**src/rtl/ttt_pkg.sv**
```systemverilog
// Shared encodings and state type for the tic-tac-toe board controller.
package ttt_pkg;

   localparam logic [1:0] CELL_EMPTY = 2'b00;
   localparam logic [1:0] CELL_P1    = 2'b01;
   localparam logic [1:0] CELL_P2    = 2'b10;
   localparam int         NUM_CELLS  = 9;

   typedef enum logic [1:0] {IDLE, WAIT_MOVE, CHECK, GAME_OVER} state_t;

   function automatic logic [1:0] other_player(input logic [1:0] p);
      return (p == CELL_P1) ? CELL_P2 : CELL_P1;
   endfunction

endpackage

```
**src/rtl/ttt_board_ctrl_turn_timer.sv**
```systemverilog
// Per-turn timer: counts while enabled, pulses expire on the last cycle of the
// allowance and wraps to zero by itself so a forfeited turn restarts cleanly.
module turn_timer #(
   parameter int TIMEOUT_CYCLES = 750000000,
   parameter int TIMER_W        = 30
) (
   input  logic clk,
   input  logic rst,
   input  logic clear,
   input  logic enable,
   output logic expire
);

   localparam logic [TIMER_W-1:0] LAST = TIMER_W'(TIMEOUT_CYCLES - 1);

   logic [TIMER_W-1:0] timer_q, timer_d;

   // expire is not gated by clear; the controller gives start priority itself
   assign expire = enable && (timer_q == LAST);

   always_comb begin
      timer_d = timer_q;
      if (clear)
         timer_d = '0;
      else if (enable)
         timer_d = expire ? '0 : timer_q + 1'b1;
   end

   always_ff @(posedge clk or posedge rst) begin
      if (rst) timer_q <= '0;
      else     timer_q <= timer_d;
   end

endmodule

```
**src/rtl/ttt_board_ctrl.sv**
```systemverilog
// Tic-tac-toe game controller: board register, turn order, move legality and
// turn timeout. Define TTT_AUTO_MOVE_EN to auto-play the lowest empty cell on timeout.
module ttt_board_ctrl
   import ttt_pkg::*;
#(
   parameter int TIMEOUT_CYCLES = 750000000,
   parameter int TIMER_W        = 30
) (
   input  logic       clk,
   input  logic       rst,
   input  logic       start,
   input  logic       move_valid,
   input  logic [3:0] move_cell,
   output logic       move_ready,
   output logic       move_accept,
   output logic       move_reject,
   output logic       timeout,
   output logic [1:0] pos1,
   output logic [1:0] pos2,
   output logic [1:0] pos3,
   output logic [1:0] pos4,
   output logic [1:0] pos5,
   output logic [1:0] pos6,
   output logic [1:0] pos7,
   output logic [1:0] pos8,
   output logic [1:0] pos9,
   input  logic       winner_in,
   input  logic [1:0] who_in,
   output logic [1:0] turn,
   output logic [3:0] move_count,
   output logic       game_over,
   output logic       draw,
   output logic [1:0] result_who
);

   state_t                      state_q, state_d;
   logic [NUM_CELLS-1:0][1:0]   board_q, board_d;
   logic [1:0]                  turn_q, turn_d;
   logic [3:0]                  count_q, count_d;
   logic                        accept_q, accept_d;
   logic                        reject_q, reject_d;
   logic                        timeout_q, timeout_d;
   logic                        ready_q, ready_d;
   logic                        game_over_q, game_over_d;
   logic                        draw_q, draw_d;
   logic [1:0]                  result_q, result_d;

   logic expire;
   logic tgt_empty;
   logic legal;
`ifdef TTT_AUTO_MOVE_EN
   logic auto_done;
`endif

   turn_timer #(
      .TIMEOUT_CYCLES (TIMEOUT_CYCLES),
      .TIMER_W        (TIMER_W)
   ) u_timer (
      .clk    (clk),
      .rst    (rst),
      .clear  (start || (state_q != WAIT_MOVE)),
      .enable (state_q == WAIT_MOVE),
      .expire (expire)
   );

   // only cell numbers 1..9 can match, so out-of-range cells are never legal
   always_comb begin
      tgt_empty = 1'b0;
      for (int i = 0; i < NUM_CELLS; i++)
         if (move_cell == 4'(i + 1) && board_q[i] == CELL_EMPTY) tgt_empty = 1'b1;
   end

   assign legal = move_valid && tgt_empty;

   always_comb begin
      state_d     = state_q;
      board_d     = board_q;
      turn_d      = turn_q;
      count_d     = count_q;
      accept_d    = 1'b0;
      reject_d    = 1'b0;
      timeout_d   = 1'b0;
      game_over_d = game_over_q;
      draw_d      = draw_q;
      result_d    = result_q;
`ifdef TTT_AUTO_MOVE_EN
      auto_done   = 1'b0;
`endif
      if (start) begin
         board_d     = '0;
         turn_d      = CELL_P1;
         count_d     = 4'd0;
         game_over_d = 1'b0;
         draw_d      = 1'b0;
         result_d    = CELL_EMPTY;
         state_d     = WAIT_MOVE;
      end else begin
         case (state_q)
            WAIT_MOVE: begin
               if (legal) begin
                  for (int i = 0; i < NUM_CELLS; i++)
                     if (move_cell == 4'(i + 1)) board_d[i] = turn_q;
                  accept_d = 1'b1;
                  count_d  = count_q + 4'd1;
                  state_d  = CHECK;
               end else begin
                  reject_d = move_valid;
                  if (expire) begin
                     timeout_d = 1'b1;
`ifdef TTT_AUTO_MOVE_EN
                     for (int i = 0; i < NUM_CELLS; i++)
                        if (!auto_done && board_q[i] == CELL_EMPTY) begin
                           board_d[i] = turn_q;
                           auto_done  = 1'b1;
                        end
                     count_d = count_q + 4'd1;
                     state_d = CHECK;
`else
                     turn_d = other_player(turn_q);
`endif
                  end
               end
            end
            CHECK: begin
               if (winner_in) begin
                  result_d    = who_in;
                  game_over_d = 1'b1;
                  state_d     = GAME_OVER;
               end else if (count_q == 4'd9) begin
                  draw_d      = 1'b1;
                  game_over_d = 1'b1;
                  state_d     = GAME_OVER;
               end else begin
                  turn_d  = other_player(turn_q);
                  state_d = WAIT_MOVE;
               end
            end
            default: ;
         endcase
      end
      ready_d = (state_d == WAIT_MOVE);
   end

   always_ff @(posedge clk or posedge rst) begin
      if (rst) begin
         state_q     <= IDLE;
         board_q     <= '0;
         turn_q      <= CELL_P1;
         count_q     <= 4'd0;
         accept_q    <= 1'b0;
         reject_q    <= 1'b0;
         timeout_q   <= 1'b0;
         ready_q     <= 1'b0;
         game_over_q <= 1'b0;
         draw_q      <= 1'b0;
         result_q    <= CELL_EMPTY;
      end else begin
         state_q     <= state_d;
         board_q     <= board_d;
         turn_q      <= turn_d;
         count_q     <= count_d;
         accept_q    <= accept_d;
         reject_q    <= reject_d;
         timeout_q   <= timeout_d;
         ready_q     <= ready_d;
         game_over_q <= game_over_d;
         draw_q      <= draw_d;
         result_q    <= result_d;
      end
   end

   assign move_ready  = ready_q;
   assign move_accept = accept_q;
   assign move_reject = reject_q;
   assign timeout     = timeout_q;
   assign turn        = turn_q;
   assign move_count  = count_q;
   assign game_over   = game_over_q;
   assign draw        = draw_q;
   assign result_who  = result_q;
   assign pos1 = board_q[0];
   assign pos2 = board_q[1];
   assign pos3 = board_q[2];
   assign pos4 = board_q[3];
   assign pos5 = board_q[4];
   assign pos6 = board_q[5];
   assign pos7 = board_q[6];
   assign pos8 = board_q[7];
   assign pos9 = board_q[8];

endmodule

```
**config.mk**
```make
export PLATFORM = sky130hd
export DESIGN_NAME = ttt_board_ctrl
export DESIGN_NICKNAME = d
export VERILOG_FILES = /design/src/rtl/ttt_pkg.sv /design/src/rtl/ttt_board_ctrl_turn_timer.sv /design/src/rtl/ttt_board_ctrl.sv
export SDC_FILE = /design/constraint.sdc
export NUM_CORES = 1
export LEC_CHECK = 0
export CORE_MARGIN = 10
export CORE_UTILIZATION = 50
export DETAILED_ROUTE_END_ITERATION = 10
export PLACE_DENSITY = 0.71
export SYNTH_ARGS = -nofsm -noshare
export SYNTH_HDL_FRONTEND = slang
export SYNTH_SLANG_ARGS = --single-unit
```
**constraint.sdc**
```tcl
create_clock -name clk -period 5.84 [get_ports clk]
set_input_delay 0.876 -clock clk [delete_from_list [all_inputs] [get_ports clk]]
set_output_delay 0.876 -clock clk [all_outputs]
set_load 0.03 [all_outputs]
```
==> out/metrics.csv, run 1 <==
stage,metric,value,unit
run_status,status,"complete, no violations",
placed_design,GP Congestion,0.844,
routing,drt total wl,6.89,mm
synth,Mapped Area,3170,um2
clocking,Clock Path Buffers,2,
timing,Setup Viol. Count Final,0,
pwr,power per cell area,278,nW/um2
timing,slew margin rel.,0.472,
layout,Antenna Cells,0,
routing,drt drc,0,
routing,Wirelength per Cell,15.5,um
floorplan,initial core utilization,0.527,
clocking,TritonCTS clock tree,done,
worst_setup_path,CP Data Arrival Time,3.17,ns
synth,Syn Nets,339,
synth,register bit total from synthesis,64,
global_route,gr ovfl total,0,
clocking,H-tree levels,3,
pwr,P_leak,1.57,nW
global_route,initial antenna violation count,0,
clocking,# hold bufs at CTS,0,
floorplan,Core Area,6030,um2
global_route,Global Route Usage Sum,0.147,
timing,Slew Limit Fails,0,
worst_hold_path,worst min-delay path class,register to register,
routing,post-route ant nets,0,
run,max_cap viols,0,
worst_setup_path,Crit Path Category,primary input to register,
clocking,Clock Sinks,64,
timing,Post-Route Skew,0.00665,ns
floorplan,Rows,28,
layout,share of cells above drive strength 1,0.0649,
synth,Post-synth EDFFs,0,
timing,total negative slack,0,ns
synth,mean post-synth cell area,9.82,um2
synth,ys async rst share,1.00,
global_route,first-pass GRT wire length,12.0,mm
clocking,Clock Latency Late Sink,0.34,ns
routing,Starting DRT DRC Count,80,
worst_setup_path,Crit path required time,6.09,ns
routing,1st-pass router iterations,4,
timing,final hold vios,0,
worst_setup_path,crit start category,primary input,
clocking,CTS resizes,0,
routing,Vias,2443,
synth,post-synth cell types,52,
floorplan,die area,9930,um2
synth,"Seq/Total Area, Yosys",0.505,
timing,worst slew pin tran,0.792,ns
floorplan,# IOs,43,
pwr,maximum VDD drop,0.195,mV
routing,Vias per Instance,5.49,
layout,"Most flops, register",u_timer.timer_q,
placed_design,input/output buffers,42,
layout,area grow syn2layout,19.4,%
synth,Post-Synthesis Cells,323,
clocking,CTS buffer count,9,
layout,Final Net Count,382,
clocking,Post-CTS Setup Inserts,0,
clocking,CTS Root Cell,clkbuf_8,
floorplan,Chip Width,99.7,um
layout,Largest register FFs,30,
global_route,vias in the first global route,2454,
floorplan,die height,99.7,um
clocking,clock-pin slew on the worst setup and hold paths,0.07,ns
global_route,largest net degree at the start of global routing,65,
timing,Final Cycle Share,0.500,
timing,Final min period,2.92,ns
synth,yosys warns,0,
worst_setup_path,Critical Path End Type,register,
placed_design,hpwl dp,4.81,mm
layout,Layout Utilization,0.629,
worst_setup_path,crit path max fanout,12,
timing,fmax,0.342,GHz
synth,Synth Flop Type,dfrtp_1,
timing,RSZ-0062 raised after global routing,no,
==> synth_stat cells, types with 5 or more instances <==
cell / count / area, um2
nand2_1: 16 / 60.1
nand4_1: 7 / 43.8
a21oi_1: 5 / 25.0
and3_1: 6 / 37.5
o22ai_1: 13 / 81.3
nor2b_1: 6 / 37.5
inv_1: 27 / 101
clkbuf_1: 6 / 22.5
xnor2_1: 8 / 70.1
nand3_1: 15 / 75.1
ha_1: 5 / 62.6
o32ai_1: 6 / 52.6
nand2b_1: 6 / 37.5
o21ai_0: 8 / 40.0
xor2_1: 22 / 193
nor2_1: 43 / 161
and4_1: 6 / 52.6
dfrtp_1: 63 / 1580
==> final timing paths <==
kind,cells past startpoint,startpoint,end,slack (ns)
setup / recovery,7,move_cell[2],pos8[1],2.92
hold / removal,2,turn[0],turn[0],0.50
setup reg to reg,5,u_timer.timer_q[14],u_timer.timer_q[20],3.55
hold reg to reg,2,turn[0],turn[0],0.50
max in group asynchronous,3,rst,pos4[1],4.23
min in group asynchronous,3,rst,u_timer.timer_q[22],1.09
==> cell type report <==
type	instances	area [um2]
fillers	536	2240
flip-flops and latches	64	1600
multi-input cells	220	1400
repair buffers	44	435
clock buffers	11	131
inverters	27	101
well taps	75	93.8
clock inverters	4	22.5
==> cells by family (layout without fill, tap and decap cells) <==
kind of cell / Yosys count / in the layout / share of synthesized area
AND/OR/NAND/NOR: 135 / 135 / 0.228
flip-flops: 64 / 64 / 0.505
AO/OA/AOI/OAI: 50 / 50 / 0.112
buffers and inverters: 39 / 86 / 0.0532
XOR/XNOR: 30 / 30 / 0.0828
adder cells (fa/ha/maj): 5 / 5 / 0.0197
==> power breakdown <==
group | leakage (nW) | total, mW | switching, mW | internal (mW)
clock | 0.0789 | 0.311 | 0.162 | 0.149
sequential | 0.880 | 0.495 | 0.0250 | 0.470
combinational | 0.611 | 0.248 | 0.159 | 0.0890
total | 1.57 | 1.05 | 0.346 | 0.708
==> layout by cell type, fill, tap and decap left out, types with 5 or more instances in the layout <==
cell	count
nand4_1	7
nand2_1	16
inv_1	26
a21oi_1	5
dfrtp_1	63
xnor2_1	8
nor2_1	43
o21ai_0	8
clkbuf_8	9
o32ai_1	6
nand2b_1	6
xor2_1	22
clkdlybuf4s50_1	42
o22ai_1	13
nor2b_1	6
ha_1	5
nand3_1	15
and4_1	6
and3_1	6
==> worst max-delay path: stages <==
cell             delay (ns)
clkdlybuf4s50_1        0.66
nor2b_1                0.27
a22oi_1                0.12
o221ai_2               0.30
o211ai_2               0.28
or3b_1                 0.50
o22ai_1                0.16
==> stage by stage <==
stage                     power [mW]  area, um2  worst slack [ns]  instances  hold slack (ns)
after floorplan                0.677       3170              3.37        323            0.469
after global placement         0.744       3630              2.73        430            0.482
after detailed placement       0.751       3630              2.61        430            0.486
after CTS                       1.06       3790              2.96        445            0.504
after global routing            1.11       3790              2.78        445            0.546
final                           1.05       3790              2.92        445            0.500
==> routing by layer <==
layer	GRT usage	wire (um)	up-vias
li1	-	-	1210
met1	0.194	3250	1178
met2	0.207	3040	47
met3	0.0623	493	8
met4	0.0595	100	0
met5	0	0	-
(Power assumes the default switching activity.)
==> run 2, diff against run 1 <==
Clock period 5.84 ns to 2.9 ns, I/O delays scaled along.
==> run 2 against run 1 <==
First-iteration DRC count is 100% higher. Combinational power rose by 110%. Setup slack worse by 2.4 ns. Die area unchanged. Via count grew 3.9%. Hold slack lost 0.054 ns. Critical path depth did not move. Critical endpoint is now pos9[0]. Highest routed layer unchanged.
==> out/metrics.csv, run 2 (synthesized netlist as in run 1, its figures left out) <==
stage,metric,value,unit,change
global_route,vias in the first global route,2504,,"was 2,454"
pwr,power per cell area,592,nW/um2,was 278 nW/um2
layout,Final Net Count,384,,was 382
clocking,# hold bufs at CTS,0,,unchanged
worst_setup_path,Crit path required time,3.16,ns,was 6.09 ns
pwr,total chip power,2.29,mW,was 1.05 mW
timing,total negative slack,0,ns,unchanged
timing,Final Cycle Share,0.830,,
timing,fmax,0.416,GHz,
timing,Slew Limit Fails,0,,unchanged
layout,most frequent cells in the layout,"63 x dfrtp_1, 43 x nor2_1, 42 x clkdlybuf4s50_1, 26 x inv_1, 22 x xor2_1",,unchanged
routing,drt drc,0,,unchanged
global_route,largest net degree at the start of global routing,65,,unchanged
clocking,CTS Root Cell,clkbuf_8,,unchanged
timing,RSZ-0062 raised after global routing,no,,unchanged
placed_design,GP Congestion,0.888,,was 0.844
run,max_cap viols,0,,unchanged
global_route,first-pass GRT wire length,12.4,mm,was 12.0 mm
floorplan,initial core utilization,0.527,,unchanged
clocking,Post-CTS Setup Inserts,0,,unchanged
timing,worst slew pin tran,0.721,ns,was 0.792 ns
layout,Layout Utilization,0.641,,was 0.629
global_route,Global Route Usage Sum,0.151,,was 0.147
clocking,Clock Sinks,64,,unchanged
floorplan,Rows,28,,unchanged
routing,Vias per Instance,5.67,,was 5.49
layout,"most common cell after layout, fill and taps aside",dfrtp_1,,unchanged
worst_setup_path,CP Data Arrival Time,2.66,ns,was 3.17 ns
timing,final hold vios,0,,unchanged
timing,Final min period,2.41,ns,
clocking,Clock Path Buffers,2,,unchanged
layout,"Most flops, register",u_timer.timer_q,,unchanged
layout,area grow syn2layout,21.7,%,was 19.4%
floorplan,die height,99.7,um,unchanged
global_route,gr ovfl total,0,,unchanged
layout,Multi-input gate area,1400,um2,unchanged
routing,Wirelength per Cell,16.0,um,was 15.5 um
floorplan,Chip Width,99.7,um,unchanged
layout,Largest register FFs,30,,unchanged
routing,1st-pass router iterations,5,,was 4
worst_setup_path,Crit Path Category,primary input to register,,unchanged
routing,post-route ant nets,0,,unchanged
timing,Post-Route Skew,0.00893,ns,was 0.00665 ns
global_route,initial antenna violation count,0,,unchanged
routing,Starting DRT DRC Count,161,,was 80
clocking,CTS resizes,0,,unchanged
clocking,clock-pin slew on the worst setup and hold paths,0.07,ns,about the same
floorplan,die area,9930,um2,unchanged
timing,Setup Viol. Count Final,0,,unchanged
placed_design,input/output buffers,42,,unchanged
layout,fill count,507,,was 536
clocking,CTS buffer count,9,,unchanged
floorplan,Core Area,6030,um2,unchanged
worst_hold_path,worst min-delay path class,primary input to async pin,,was register to register
timing,slew margin rel.,0.519,,was 0.472
worst_setup_path,crit start category,primary input,,unchanged
floorplan,# IOs,43,,unchanged
pwr,P_leak,1.61,nW,was 1.57 nW
worst_setup_path,crit path max fanout,12,,unchanged
routing,Vias,2539,,"was 2,443"
clocking,TritonCTS clock tree,done,,unchanged
routing,drt total wl,7.15,mm,was 6.89 mm
layout,Reg area,1600,um2,unchanged
layout,share of cells above drive strength 1,0.0724,,was 0.0649
clocking,Clock Latency Late Sink,0.34,ns,about the same
clocking,H-tree levels,3,,unchanged
run_status,status,"complete, no violations",,unchanged
pwr,maximum VDD drop,0.321,mV,was 0.195 mV
placed_design,hpwl dp,4.99,mm,was 4.81 mm
worst_setup_path,Critical Path End Type,register,,unchanged
layout,Antenna Cells,0,,unchanged
run 2: final cells by class:
type	instances	share of cell area
well taps	75	0.0243
flip-flops and latches	64	0.415
multi-input cells	220	0.363
inverters	27	0.0262
clock buffers	13	0.0412
repair buffers	46	0.120
clock inverters	3	0.0104
run 2: critical path, cell delays in order:
cell and delay (ns):
clkdlybuf4s50_1 0.66, nor2b_1 0.28, a22oi_1 0.13, o221ai_2 0.31, o211ai_2 0.23, or3b_1 0.46
o22ai_1 0.15
run 2: final timing paths:
kind / startpoint / endpoint / slack, ns / cells after the start
max: move_cell[2] / pos9[0] / 0.49 / 7
min reg2reg: game_over / game_over / 0.50 / 2
max in group asynchronous: rst / turn[0] / 2.11 / 3
max reg2reg: u_timer.timer_q[14] / u_timer.timer_q[24] / 0.63 / 5
min in group clk: game_over / game_over / 0.50 / 2
min: rst / u_timer.timer_q[21] / 0.45 / 3
run 2: per-layer routing:
layer  track usage  share of wire  wire length, um
met1         0.206           0.49             3490
met2         0.213           0.43             3080
met3        0.0526          0.068              483
met4        0.0595          0.014              102
met5             0              0                0
run 2: metrics by stage:
stage               hold WS (ns)  instances  area (um2)  setup WS (ns)
CTS                        0.477        448        3860          0.517
finish                     0.447        448        3860          0.494
global route               0.503        448        3860          0.325
detailed placement         0.487        432        3660          0.181
floorplan                  0.469        323        3170          0.869
global placement           0.482        432        3660          0.291
run 2: power by group:
part           total [mW]  switching, mW  internal [mW]
combinational       0.509          0.324          0.185
sequential          0.996         0.0501          0.946
clock               0.783          0.341          0.442
total                2.29          0.715           1.57
